==> src/rtl/serial_match_arb_if.sv <==
// serial_match_arb_if: requester/result handshake bundle for serial_match_arb.
// master drives requests and res_ready; slave is the arbiter side.
interface serial_match_arb_if #(
  parameter int WORD_W = 8,
  parameter int CNT_W  = 4
);
  logic [1:0]        req_valid;
  logic [WORD_W-1:0] req_data0;
  logic [WORD_W-1:0] req_data1;
  logic [1:0]        req_ready;
  logic              res_valid;
  logic              res_ready;
  logic              res_id;
  logic [CNT_W-1:0]  res_count;
  logic              busy;

  modport master (
    output req_valid, req_data0, req_data1, res_ready,
    input  req_ready, res_valid, res_id, res_count, busy
  );

  modport slave (
    input  req_valid, req_data0, req_data1, res_ready,
    output req_ready, res_valid, res_id, res_count, busy
  );
endinterface

==> src/rtl/serial_match_arb.sv <==
// serial_match_arb: round-robin 2-requester arbiter feeding a serial "1101" counter.
// Optional macro MATCH_CARRY_EN keeps detector state per requester across words.
module serial_match_arb #(
  parameter int WORD_W = 8,
  parameter int CNT_W  = 4
) (
  input logic               clk,
  input logic               rst,
  serial_match_arb_if.slave bus
);

  localparam int BW = $clog2(WORD_W);

  typedef enum logic [1:0] {
    IDLE,
    SHIFT,
    REPORT
  } state_t;

  typedef enum logic [2:0] {
    D_IDLE,
    D_S1,
    D_S2,
    D_S3,
    D_SUCC
  } det_t;

  state_t            state;
  state_t            state_nxt;
  det_t              det;
  det_t              det_nxt;
  det_t              det_start;
  logic              ptr;
  logic              gnt;
  logic              gnt_id;
  logic [WORD_W-1:0] word;
  logic [BW-1:0]     bit_cnt;
  logic              last_bit;
  logic              bit_in;
  logic              hit;
  logic              id;
  logic [CNT_W-1:0]  count;

  assign bit_in   = word[WORD_W-1];
  assign last_bit = (bit_cnt == BW'(WORD_W - 1));
  assign hit      = (det_nxt == D_SUCC);

  // Pick the requester: pointer owner on contention, else the lone one.
  always_comb begin
    gnt_id = 1'b0;
    unique case (bus.req_valid)
      2'b01:   gnt_id = 1'b0;
      2'b10:   gnt_id = 1'b1;
      2'b11:   gnt_id = ptr;
      default: gnt_id = 1'b0;
    endcase
  end

  // Job sequencing: grant in IDLE, serialize, hold result until taken.
  always_comb begin
    state_nxt = state;
    gnt       = 1'b0;
    unique case (state)
      IDLE: begin
        if (|bus.req_valid) begin
          gnt       = 1'b1;
          state_nxt = SHIFT;
        end
      end
      SHIFT: begin
        if (last_bit) state_nxt = REPORT;
      end
      REPORT: begin
        if (bus.res_ready) state_nxt = IDLE;
      end
      default: state_nxt = IDLE;
    endcase
  end

  // FSM state register.
  always_ff @(posedge clk) begin
    if (rst) state <= IDLE;
    else     state <= state_nxt;
  end

  // Overlapping "1101" Moore detector transition.
  always_comb begin
    det_nxt = D_IDLE;
    unique case (det)
      D_IDLE:  det_nxt = bit_in ? D_S1   : D_IDLE;
      D_S1:    det_nxt = bit_in ? D_S2   : D_IDLE;
      D_S2:    det_nxt = bit_in ? D_S2   : D_S3;
      D_S3:    det_nxt = bit_in ? D_SUCC : D_IDLE;
      D_SUCC:  det_nxt = bit_in ? D_S2   : D_IDLE;
      default: det_nxt = D_IDLE;
    endcase
  end

`ifdef MATCH_CARRY_EN
  det_t carry [2];

  assign det_start = carry[gnt_id];

  // Save the final detector state of each requester's finished job.
  always_ff @(posedge clk) begin
    if (rst) begin
      carry[0] <= D_IDLE;
      carry[1] <= D_IDLE;
    end else if (state == SHIFT && last_bit) begin
      carry[id] <= det_nxt;
    end
  end
`else
  assign det_start = D_IDLE;
`endif

  // Capture on grant, then shift MSB first and count saturating matches.
  always_ff @(posedge clk) begin
    if (rst) begin
      ptr     <= 1'b0;
      id      <= 1'b0;
      word    <= '0;
      bit_cnt <= '0;
      count   <= '0;
      det     <= D_IDLE;
    end else if (gnt) begin
      ptr     <= ~gnt_id;
      id      <= gnt_id;
      word    <= gnt_id ? bus.req_data1 : bus.req_data0;
      bit_cnt <= '0;
      count   <= '0;
      det     <= det_start;
    end else if (state == SHIFT) begin
      word    <= {word[WORD_W-2:0], 1'b0};
      bit_cnt <= bit_cnt + BW'(1);
      det     <= det_nxt;
      if (hit && count != '1) count <= count + CNT_W'(1);
    end
  end

  assign bus.req_ready = (gnt && !rst) ? (gnt_id ? 2'b10 : 2'b01) : 2'b00;
  assign bus.res_valid = (state == REPORT);
  assign bus.res_id    = id;
  assign bus.res_count = count;
  assign bus.busy      = (state != IDLE);

endmodule

==> src/flat_wrapper.sv <==
// flat-port wrapper written by rule: the top's interface ports become plain ports
module serial_match_arb_flat 
#(
  parameter int WORD_W = 8,
  parameter int CNT_W  = 4
)
  (clk, rst, bus_req_valid, bus_req_data0, bus_req_data1, bus_res_ready, bus_req_ready, bus_res_valid, bus_res_id, bus_res_count, bus_busy);
  serial_match_arb_if #(.WORD_W(WORD_W), .CNT_W(CNT_W)) bus_i ();
  input logic clk;
  input logic rst;
  input wire logic [$bits(bus_i.req_valid)-1:0] bus_req_valid;
  input wire logic [$bits(bus_i.req_data0)-1:0] bus_req_data0;
  input wire logic [$bits(bus_i.req_data1)-1:0] bus_req_data1;
  input wire logic [$bits(bus_i.res_ready)-1:0] bus_res_ready;
  output wire logic [$bits(bus_i.req_ready)-1:0] bus_req_ready;
  output wire logic [$bits(bus_i.res_valid)-1:0] bus_res_valid;
  output wire logic [$bits(bus_i.res_id)-1:0] bus_res_id;
  output wire logic [$bits(bus_i.res_count)-1:0] bus_res_count;
  output wire logic [$bits(bus_i.busy)-1:0] bus_busy;
  assign bus_i.req_valid = bus_req_valid;
  assign bus_i.req_data0 = bus_req_data0;
  assign bus_i.req_data1 = bus_req_data1;
  assign bus_i.res_ready = bus_res_ready;
  assign bus_req_ready = bus_i.req_ready;
  assign bus_res_valid = bus_i.res_valid;
  assign bus_res_id = bus_i.res_id;
  assign bus_res_count = bus_i.res_count;
  assign bus_busy = bus_i.busy;
  serial_match_arb #(.WORD_W(WORD_W), .CNT_W(CNT_W)) u_core (.clk(clk), .rst(rst), .bus(bus_i));
endmodule
==> config.mk <==
export PLATFORM = sky130hd
export DESIGN_NAME = serial_match_arb_flat
export DESIGN_NICKNAME = d
export VERILOG_FILES = /design/src/rtl/serial_match_arb_if.sv /design/src/rtl/serial_match_arb.sv /design/src/flat_wrapper.sv
export SDC_FILE = /design/constraint.sdc
export NUM_CORES = 1
export LEC_CHECK = 0
export BUFFER_PORTS_ARGS = -buffer_cell sky130_fd_sc_hd__clkbuf_2
export CAP_MARGIN = 20
export CORE_ASPECT_RATIO = 1.25
export CORE_UTILIZATION = 54
export CTS_BUF_LIST = sky130_fd_sc_hd__clkbuf_4
export DETAILED_ROUTE_END_ITERATION = 10
export GPL_ROUTABILITY_DRIVEN = 0
export MAX_ROUTING_LAYER = met4
export PLACE_DENSITY_LB_ADDON = 0.15
export REMOVE_ABC_BUFFERS = 1
export SETUP_SLACK_MARGIN = 0.1
export SYNTH_ARGS = -nofsm -noshare
export SYNTH_HDL_FRONTEND = slang
export SYNTH_SLANG_ARGS = --single-unit
==> constraint.sdc <==
create_clock -name clk -period 1.77 [get_ports clk]
set_input_delay 0.2655 -clock clk [delete_from_list [all_inputs] [get_ports clk]]
set_output_delay 0.2655 -clock clk [all_outputs]
set_load 0.01 [all_outputs]
==> results of run 1 <==
## layout make-up
class,count,area [um2],share of cell area (%)
multi-input combinational,101,669,48.4
clock buffer,3,22.5,1.63
inverter,8,30.0,2.17
tap,20,25.0,1.81
timing repair buffer,35,190,13.8
clock inverter,1,3.75,0.271
sequential,22,442,31.9
## final timing paths
check	startpoint	cells after the start	endpoint
setup / recovery	u_core.state[1]	3	bus_res_valid
hold / removal	bus_req_data0[1]	3	u_core.word[1]
setup reg to reg	u_core.state[0]	3	u_core.word[0]
hold reg to reg	u_core.bit_cnt[2]	2	u_core.bit_cnt[2]
## logic make-up (layout without fill, tap and decap cells)
| kind of cell | after synthesis | count (layout) | share of synthesized area (%) |
|---|---|---|---|
| AOI/OAI and AO/OA | 45 | 45 | 27.0 |
| xor gates and xnor gates | 2 | 2 | 1.49 |
| adders and majority gates | 3 | 3 | 3.20 |
| buffers and inverters | 16 | 47 | 5.34 |
| DFF | 22 | 22 | 37.6 |
| muxes | 2 | 2 | 1.71 |
| and+or+nand+nor | 49 | 49 | 23.7 |
## what timing repair did
action | CTS | global route
resized for setup | 1 | 0
setup endpoints to repair | 3 | 0
buffers inserted | 1 | 0
## sequential cells by signal (all words and copies together), names as in the netlist
register and flops:
u_core.word 8, u_core.bus.res_count 4, u_core.bit_cnt 3, u_core.det 3, u_core.state 2, u_core.bus.res_id 1
u_core.ptr 1
## where the power goes
group | switching [W] | internal, W | leakage (nW)
Sequential | 0.0000206 | 0.000518 | 0.180
Clock | 0.000158 | 0.0000825 | 0.0154
Combinational | 0.0000836 | 0.0000696 | 0.372
Total | 0.000262 | 0.000670 | 0.567
## critical path: cells and delay by family, from the launching register on
kind / cells / cell delay (ns)
flops: 1 / 0.44
buf+inv: 2 / 0.36
simple gates: 1 / 0.18
## per-stage QoR
step                cell area, um2  util [%]  worst slack (ns)  hold WS, ns  instances
global route                  1380      69.0             0.126        0.194        190
floorplan                     1140         -             0.181        0.338        131
CTS                           1380      69.0             0.199        0.185        190
finish                        1380      69.0             0.212        0.194        190
detailed placement            1350      67.2             0.200        0.465        185
global placement              1350      67.2             0.277        0.445        185
## layer usage
metal | routed length, um | vias up | track usage, %
li1 | - | 598 | -
met1 | 1160 | 529 | 29.6
met2 | 1340 | 26 | 47.3
met3 | 76 | 5 | 4.03
met4 | 36 | 0 | 9.38
met5 | 0 | - | -
## cells in the final DEF, fill, tap and decap left out, drive strengths merged
| cell | count |
|---|---|
| clkbuf | 32 |
| dfxtp | 22 |
| a21oi | 13 |
| nand2 | 9 |
| nand3 | 9 |
| a211oi | 8 |
| a311oi | 8 |
| nor2 | 8 |
| inv | 8 |
| nand4 | 7 |
| buf | 6 |
| nor2b | 4 |
| a31oi | 4 |
| o211ai | 4 |
| ha | 3 |
| and3 | 2 |
| mux2i | 2 |
| xnor2 | 2 |
| o22ai | 2 |
| nand4b | 2 |
| nand2b | 2 |
| a21boi | 1 |
| and4b | 1 |
| and2 | 1 |
| o21ai | 1 |
| nor3 | 1 |
| or3 | 1 |
| a22oi | 1 |
| a21o | 1 |
| o211a | 1 |
| nor3b | 1 |
| or4 | 1 |
| a2111oi | 1 |
| clkinv | 1 |
==> metrics.txt, run 1 <==
outcome=finished clean; first-pass GRT wire length=about 4500 um; share of cells above drive strength 1=26.5%; DR pass1 iterations=4; final hold vios=0; most instantiated library cell after synthesis=dfxtp_1; Port-buffer cells=29; fin crit share=88.0%; CTS Buffer Depth=2; CP cell instances=buf_4, nor2b_1, clkbuf_2; global-route usage over all layers=26.4%; routed len/inst=about 14 um; Initial DRC Count=20; Synth Instances=~140; setup TNS=0 ns; Pwr Density=between 600 and 700 mW/mm2; P_leak=~0.57 nW; main flop type after synthesis=dfxtp_1; H-tree level count=1; critical path class=reg2out; IO Count=30; final setup fails=0; height of the die=between 50 and 60 um; Antenna Cells=0; synth top area cells=dfxtp_1, a311oi_1, a21oi_1; fin nets=195; post-layout min period=1.56 ns; Worst-Margin Slew=between 0.4 and 0.5 ns; Yosys Warn Count=0; post-synth design cell area=between 0.001 and 0.0015 mm2; Post-DRT Antenna Nets=0; synthesis-to-layout area growth=17.9%; clk_lat worst skew=0.31 ns; initial antenna violation count=0; CTS buffer count=3; Async SR Flop Fraction=0%; vias per cell=around 6.1; Vias=1158; CP max-delay cell=dfxtp_1; Slew Limit Headroom=67.6%; Slew Viols, Final=0; clk_skew=around 0.0031 ns; DRC Markers=0; RSZ-0062 raised after global routing=no; row count=18; arrival time at the worst endpoint=around 1.3 ns; worst hold path class=in2reg; syn avg cell area=between 8 and 9 um2; distinct cell type count after synthesis=36; top cell type's share of synthesized area=37.6%; Post-CTS Hold Fix Bufs=0; Yosys top cell by area=dfxtp_1; max_cap viols=0; Crit. End Element=output port; Seq/Total Area, Yosys=a little under two fifths; HPWL after detailed placement=slightly below 2000 um; top cells by count, synth=dfxtp_1, a21oi_1, nand2_1, nand3_1; Fill cells=between 150 and 200; Post-Route WL=~2600 um; pin count of the biggest net entering global routing=16; Initial Util=58.5%; chip width=around 44 um; grt total ovfl=0; Pwr Total=0.000933 W; TritonCTS clock tree=done; Worst Setup Start Kind=flop; Yosys reg bits=22; crit path max fanout=12; EDFF count, synth=0; worst stage delay on the critical path=0.44 ns; CTS sink cnt=22; maximum vdd drop=between 0.5 and 0.6 mV; vias in the first global route=roughly 1100; Worst R2R Setup Slack=~0.38 ns; DIE AREA=around 0.0024 mm2; Highest Clock Rate=roughly 640 MHz; CTS Root Cell=clkbuf_4; clock-pin slew on the worst setup and hold paths=roughly 0.12 ns; core box area=0.00200 mm2; Req. time, crit path=about 1.5 ns
(Power assumes the default switching activity.)
==> run 2, diff against run 1 <==
--- a/config.mk
+++ b/config.mk
@@ -10,3 +10,3 @@
 export CORE_ASPECT_RATIO = 1.25
-export CORE_UTILIZATION = 54
+export CORE_UTILIZATION = 45
 export CTS_BUF_LIST = sky130_fd_sc_hd__clkbuf_4
==> constraint.sdc (replaced) <==
create_clock -name clk -period 1.77 [get_ports clk]
set_input_delay 0.177 -clock clk [delete_from_list [all_inputs] [get_ports clk]]
set_output_delay 0.177 -clock clk [all_outputs]
set_load 0.01 [all_outputs]
==> run 2 against run 1 <==
Net effect: global-route usage down 2.5 points; combinational power up 6%; worst hold slack worse by 0.089 ns; design area up 1.5%; critical endpoint is now bus_req_ready[1]; sequential cell count unchanged; critical path type unchanged; sequential share of layout area down 0.48 points.
==> metrics.txt, run 2 (same netlist as run 1, synthesis figures left out) <==
worst hold path class=in2reg; Hold Crit Depth=3 (unchanged); Slew Viols, Final=0 (unchanged); final critical-path setup slack=0.260 ns (+0.0480 ns); placed standard-cell area=0.00136 mm2 (+1.2%); CTS buffer count=3 (unchanged); DR pass1 iterations=4 (unchanged); vias in the first global route=1113 (+4.3%); Setup WS pre-CTS=0.226 ns (+0.0261 ns); worst stage delay on the critical path=0.40 ns (-0.04 ns); Antenna Cells=0 (unchanged); IO Count=30 (unchanged); Hold Crit Endpoint=u_core.word[3]; vias per cell=5.80 (-4.9%); max_cap viols=0 (unchanged); Buf/Inv on CP=1 (-1); critical path class=reg2out; most common cell after layout, fill and taps aside=clkbuf_2; first-pass GRT wire length=4760 um (+5.2%); DRC Markers=0 (unchanged); max FFs per register=8 (unchanged); CP cell instances=nand2b_2, nand3_1, nor2_1, clkbuf_2; Crit. End Element=output port; R2R Path End=u_core.bus.res_count[1]; arrival time at the worst endpoint=1.33 ns (+0.04 ns); RSZ-0062 raised after global routing=no; Worst R2R Setup Slack=0.34 ns (-0.04 ns); setup TNS=0 ns (unchanged); clk_lat worst skew=0.31 ns (about the same); r2r startpoint=u_core.state[0]; global-route usage over all layers=23.9% (-2.5 points); clk_skew=0.00436 ns (+0.00122 ns); Reg with most FFs=u_core.word; P_leak=0.567 nW (about the same); final hold vios=0 (unchanged); core box area=0.00245 mm2 (+22%); H-tree level count=1 (unchanged); Port-buffer cells=29 (unchanged); share of cells above drive strength 1=27.2% (+0.75 points); post-layout min period=1.51 ns (-0.0480 ns); hold_sp=bus_req_data0[3]; DIE AREA=0.00281 mm2 (+19%); CP max-delay cell=dfxtp_1; CTS Buffer Depth=2 (unchanged); Initial Util=47.8% (-11 points); Largest delay share family, worst path=simple AND/OR/NAND/NOR gates; maximum vdd drop=0.432 mV (-20%); fin nets=194 (-0.51%); Slew Limit Headroom=65.9% (-1.7 points); Post-DRT Antenna Nets=0 (unchanged); grt total ovfl=0 (unchanged); HPWL after detailed placement=2080 um (+5.5%); Highest Clock Rate=662 MHz (+3.2%); worst r2r path cells=3 (unchanged); Fill cells=266 (+49%); routed len/inst=13.8 um (about the same); fin crit share=85.3% (-2.7 points); CTS sink cnt=22 (unchanged); clock-pin slew on the worst setup and hold paths=0.12 ns (about the same); pin count of the biggest net entering global routing=16 (unchanged); Req. time, crit path=1.59 ns (+0.09 ns); initial antenna violation count=0 (unchanged); final std cell area, no fill=0.00140 mm2 (+1.5%); outcome=finished clean; Vias=1171 (+1.1%); final setup fails=0 (unchanged); synthesis-to-layout area growth=19.7%; Initial DRC Count=34 (+70%); Pwr Density=665 mW/mm2 (-1.4%); most frequent cells in the layout=clkbuf_2, dfxtp_1, a21oi_1, nand2_1, nand3_1; Worst Setup SP=u_core.ptr; TritonCTS clock tree=done; crit path max fanout=9 (-3); row count=20 (+2); chip width=47.7 um (+9.1%); Post-CTS Setup Inserts=0 (-1); Worst Setup Start Kind=flop; height of the die=59.1 um (+9.2%); CTS Root Cell=clkbuf_4; Post-Route WL=2780 um (+6.4%); Worst-Margin Slew=0.509 ns (+0.0252 ns)
==> run 2: how the worst max path moves through the flow <==
stage,endpoint,depth (start not counted)
after global placement,u_core.bus.res_count[1],3
after CTS,bus_req_ready[1],4
after global routing,bus_req_ready[1],4
final,bus_req_ready[1],4
after detailed placement,u_core.bus.res_count[1],3
after floorplan,u_core.bus.res_count[0],3
==> run 2: worst register-to-register path, cell delays in order (launching register included) <==
cell,delay (ns)
dfxtp_1,0.55
nor2b_2,0.37
and3_1,0.26
mux2i_1,0.19
==> run 2: per-stage QoR <==
step	util, %	total power (W)	hold slack (ns)	std cells
after detailed placement	55.6	0.000705	0.444	198
after global routing	57.2	0.000984	0.0962	202
after floorplan	-	0.000632	0.249	131
after global placement	55.6	0.000700	0.433	198
after CTS	56.7	0.000936	0.101	202
final	57.2	0.000934	0.105	202
==> run 2: routing by layer <==
| metal | global-route usage, % | share of wire [%] | vias up |
|---|---|---|---|
| met1 | 30.4 | 46 | 551 |
| met2 | 37.4 | 50 | 27 |
| met4 | 9.52 | 1.5 | 0 |
| met5 | - | 0 | - |
| met3 | 3.35 | 3.1 | 5 |
| li1 | - | - | 588 |
==> run 2: area by class of cell <==
type                       count  area, um2  share of cell area, %
sequential                    22        442                   31.5
timing repair buffer          34        183                   13.0
tap                           33       41.3                   2.94
inverter                       8       30.0                   2.14
clock inverter                 1       3.75                  0.267
multi-input combinational    101        682                   48.6
clock buffer                   3       22.5                   1.60
==> run 2: repair_timing <==
action / CTS / global route
endpoints found under the setup margin: 0 / 6
gates resized for setup: 0 / 4
hold endpoints to repair: 0 / 0
hold buffers: 0 / 0
==> run 2: power by group <==
part	total [W]	internal, W	switching (W)
Sequential	0.000537	0.000518	0.0000187
Combinational	0.000162	0.0000718	0.0000903
Clock	0.000235	0.0000824	0.000153
Total	0.000934	0.000672	0.000262
==> run 3, diff against run 2 <==
Settings changed: CTS_BUF_LIST sky130_fd_sc_hd__clkbuf_4 to default.
==> run 3 against run 2 <==
Net effect: count of clock-buffer cells in the layout up 1; design area up 0.62%; non-clock buffer count unchanged; fmax shrank 4.2%; critical endpoint is now bus_res_valid.
==> metrics.txt, run 3 (same netlist as run 1, synthesis figures left out) <==
critical path class=reg2out; chip width=47.7 um (unchanged); Post-CTS Hold Fix Bufs=0 (unchanged); outcome=finished clean; clk_skew=0.00421 ns (-0.000144 ns); final hold vios=0 (unchanged); Post-Route WL=2790 um (+0.32%); arrival time at the worst endpoint=1.40 ns (+0.07 ns); max_cap viols=0 (unchanged); IO Count=30 (unchanged); Antenna Cells=0 (unchanged); clock-pin slew on the worst setup and hold paths=0.13 ns (about the same); global-route usage over all layers=23.5% (-0.37 points); post-layout min period=1.58 ns (+0.0667 ns); core box area=0.00245 mm2 (unchanged); most frequent cells in the layout=clkbuf_2, dfxtp_1, a21oi_1, nand2_1, nand3_1; Slew Limit Headroom=63.4% (-2.5 points); CP cell instances=nor2b_1, clkbuf_2; Initial DRC Count=28 (-18%); setup TNS=0 ns (unchanged); vias in the first global route=1108 (-0.45%); CTS buffer count=3 (unchanged); Req. time, crit path=1.59 ns (about the same); crit path max fanout=15 (+6); Crit. End Element=output port; HPWL after detailed placement=2080 um (unchanged); DRC Markers=0 (unchanged); initial antenna violation count=0 (unchanged); first-pass GRT wire length=4740 um (-0.44%); grt total ovfl=0 (unchanged); vias per cell=5.82 (+0.43%); Port-buffer cells=29 (unchanged); Initial Util=47.8% (unchanged); clk_lat worst skew=0.30 ns (about the same); Post-CTS Setup Inserts=0 (unchanged); Largest delay share family, worst path=flip-flops; RSZ-0062 raised after global routing=yes; Pwr Density=692 mW/mm2 (+4.0%); Slew Viols, Final=0 (unchanged); pin count of the biggest net entering global routing=16 (unchanged); height of the die=59.1 um (unchanged); max FFs per register=8 (unchanged); synthesis-to-layout area growth=20.5%; CP max-delay cell=dfxtp_1; Post-DRT Antenna Nets=0 (unchanged); CTS Root Cell=clkbuf_4; CTS Buffer Depth=2 (unchanged); Worst Setup Start Kind=flop; TritonCTS clock tree=done; share of cells above drive strength 1=27.2% (unchanged); DR pass1 iterations=4 (unchanged); Reg with most FFs=u_core.word; fin crit share=89.1% (+3.8 points); Buf/Inv on CP=1 (unchanged); DIE AREA=0.00281 mm2 (unchanged); fin nets=194 (unchanged); Worst-Margin Slew=0.549 ns (+0.0396 ns); worst stage delay on the critical path=0.69 ns (+0.29 ns); maximum vdd drop=0.408 mV (-5.4%); worst hold path class=in2reg; most common cell after layout, fill and taps aside=clkbuf_2; Highest Clock Rate=634 MHz (-4.2%); row count=20 (unchanged); CTS sink cnt=22 (unchanged); Vias=1176 (+0.43%); H-tree level count=1 (unchanged); P_leak=0.572 nW (+0.90%); final setup fails=0 (unchanged); routed len/inst=13.8 um (+0.32%); Pwr Total=0.000977 W (+4.6%)
run 3: path summary, 6_finish.rpt:
path / start / to / slack (ns) / cells after the start
max: u_core.state[1] / bus_res_valid / 0.19 / 2
min reg2reg: u_core.bus.res_id / u_core.bus.res_id / 0.47 / 2
min: bus_req_data0[3] / u_core.word[3] / 0.11 / 3
max reg2reg: u_core.state[1] / u_core.det[0] / 0.26 / 3
run 3: worst register-to-register path, stage by stage (launching register included):
cell,delay (ns)
dfxtp_1,0.50
nand2b_2,0.32
or4_1,0.49
a21oi_1,0.15
run 3: per-stage QoR:
stage	cells	utilization [%]	area [um2]	hold slack, ns	setup WS [ns]
2_1_floorplan	131	-	1140	0.249	0.181
3_3_place_gp	198	55.6	1360	0.433	0.338
3_5_place_dp	198	55.6	1360	0.444	0.226
4_1_cts	202	57.1	1400	0.107	0.187
5_1_grt	202	57.6	1410	0.104	0.0861
6_report	202	57.6	1410	0.110	0.193
run 3: repair_timing:
item / in CTS / in global routing
resized for setup: 0 / 3
setup endpoints to repair: 0 / 5
hold endpoints to repair: 0 / 0
run 3: layout make-up:
| type | count | area, um2 |
|---|---|---|
| Clock buffer | 4 | 36.3 |
| Fill cell | 263 | 1040 |
| Timing Repair Buffer | 34 | 183 |
| Tap cell | 33 | 41.3 |
| Sequential cell | 22 | 440 |
| Inverter | 8 | 30.0 |
| Multi-Input combinational cell | 101 | 682 |
run 3: report_power, final:
| part | internal, W | switching (W) | total (W) |
|---|---|---|---|
| sequential | 0.000518 | 0.0000189 | 0.000537 |
| clock | 0.000125 | 0.000152 | 0.000278 |
| combinational | 0.0000718 | 0.0000908 | 0.000163 |
run 3: routing by layer:
layer  vias up  global-route usage [%]  share of wire [%]
li1        587                       -                  -
met2        25                    38.0                 51
met4         0                    7.14               0.75
met1       562                    29.9                 46
met3         2                    3.35                2.8
met5         -                       -                  0
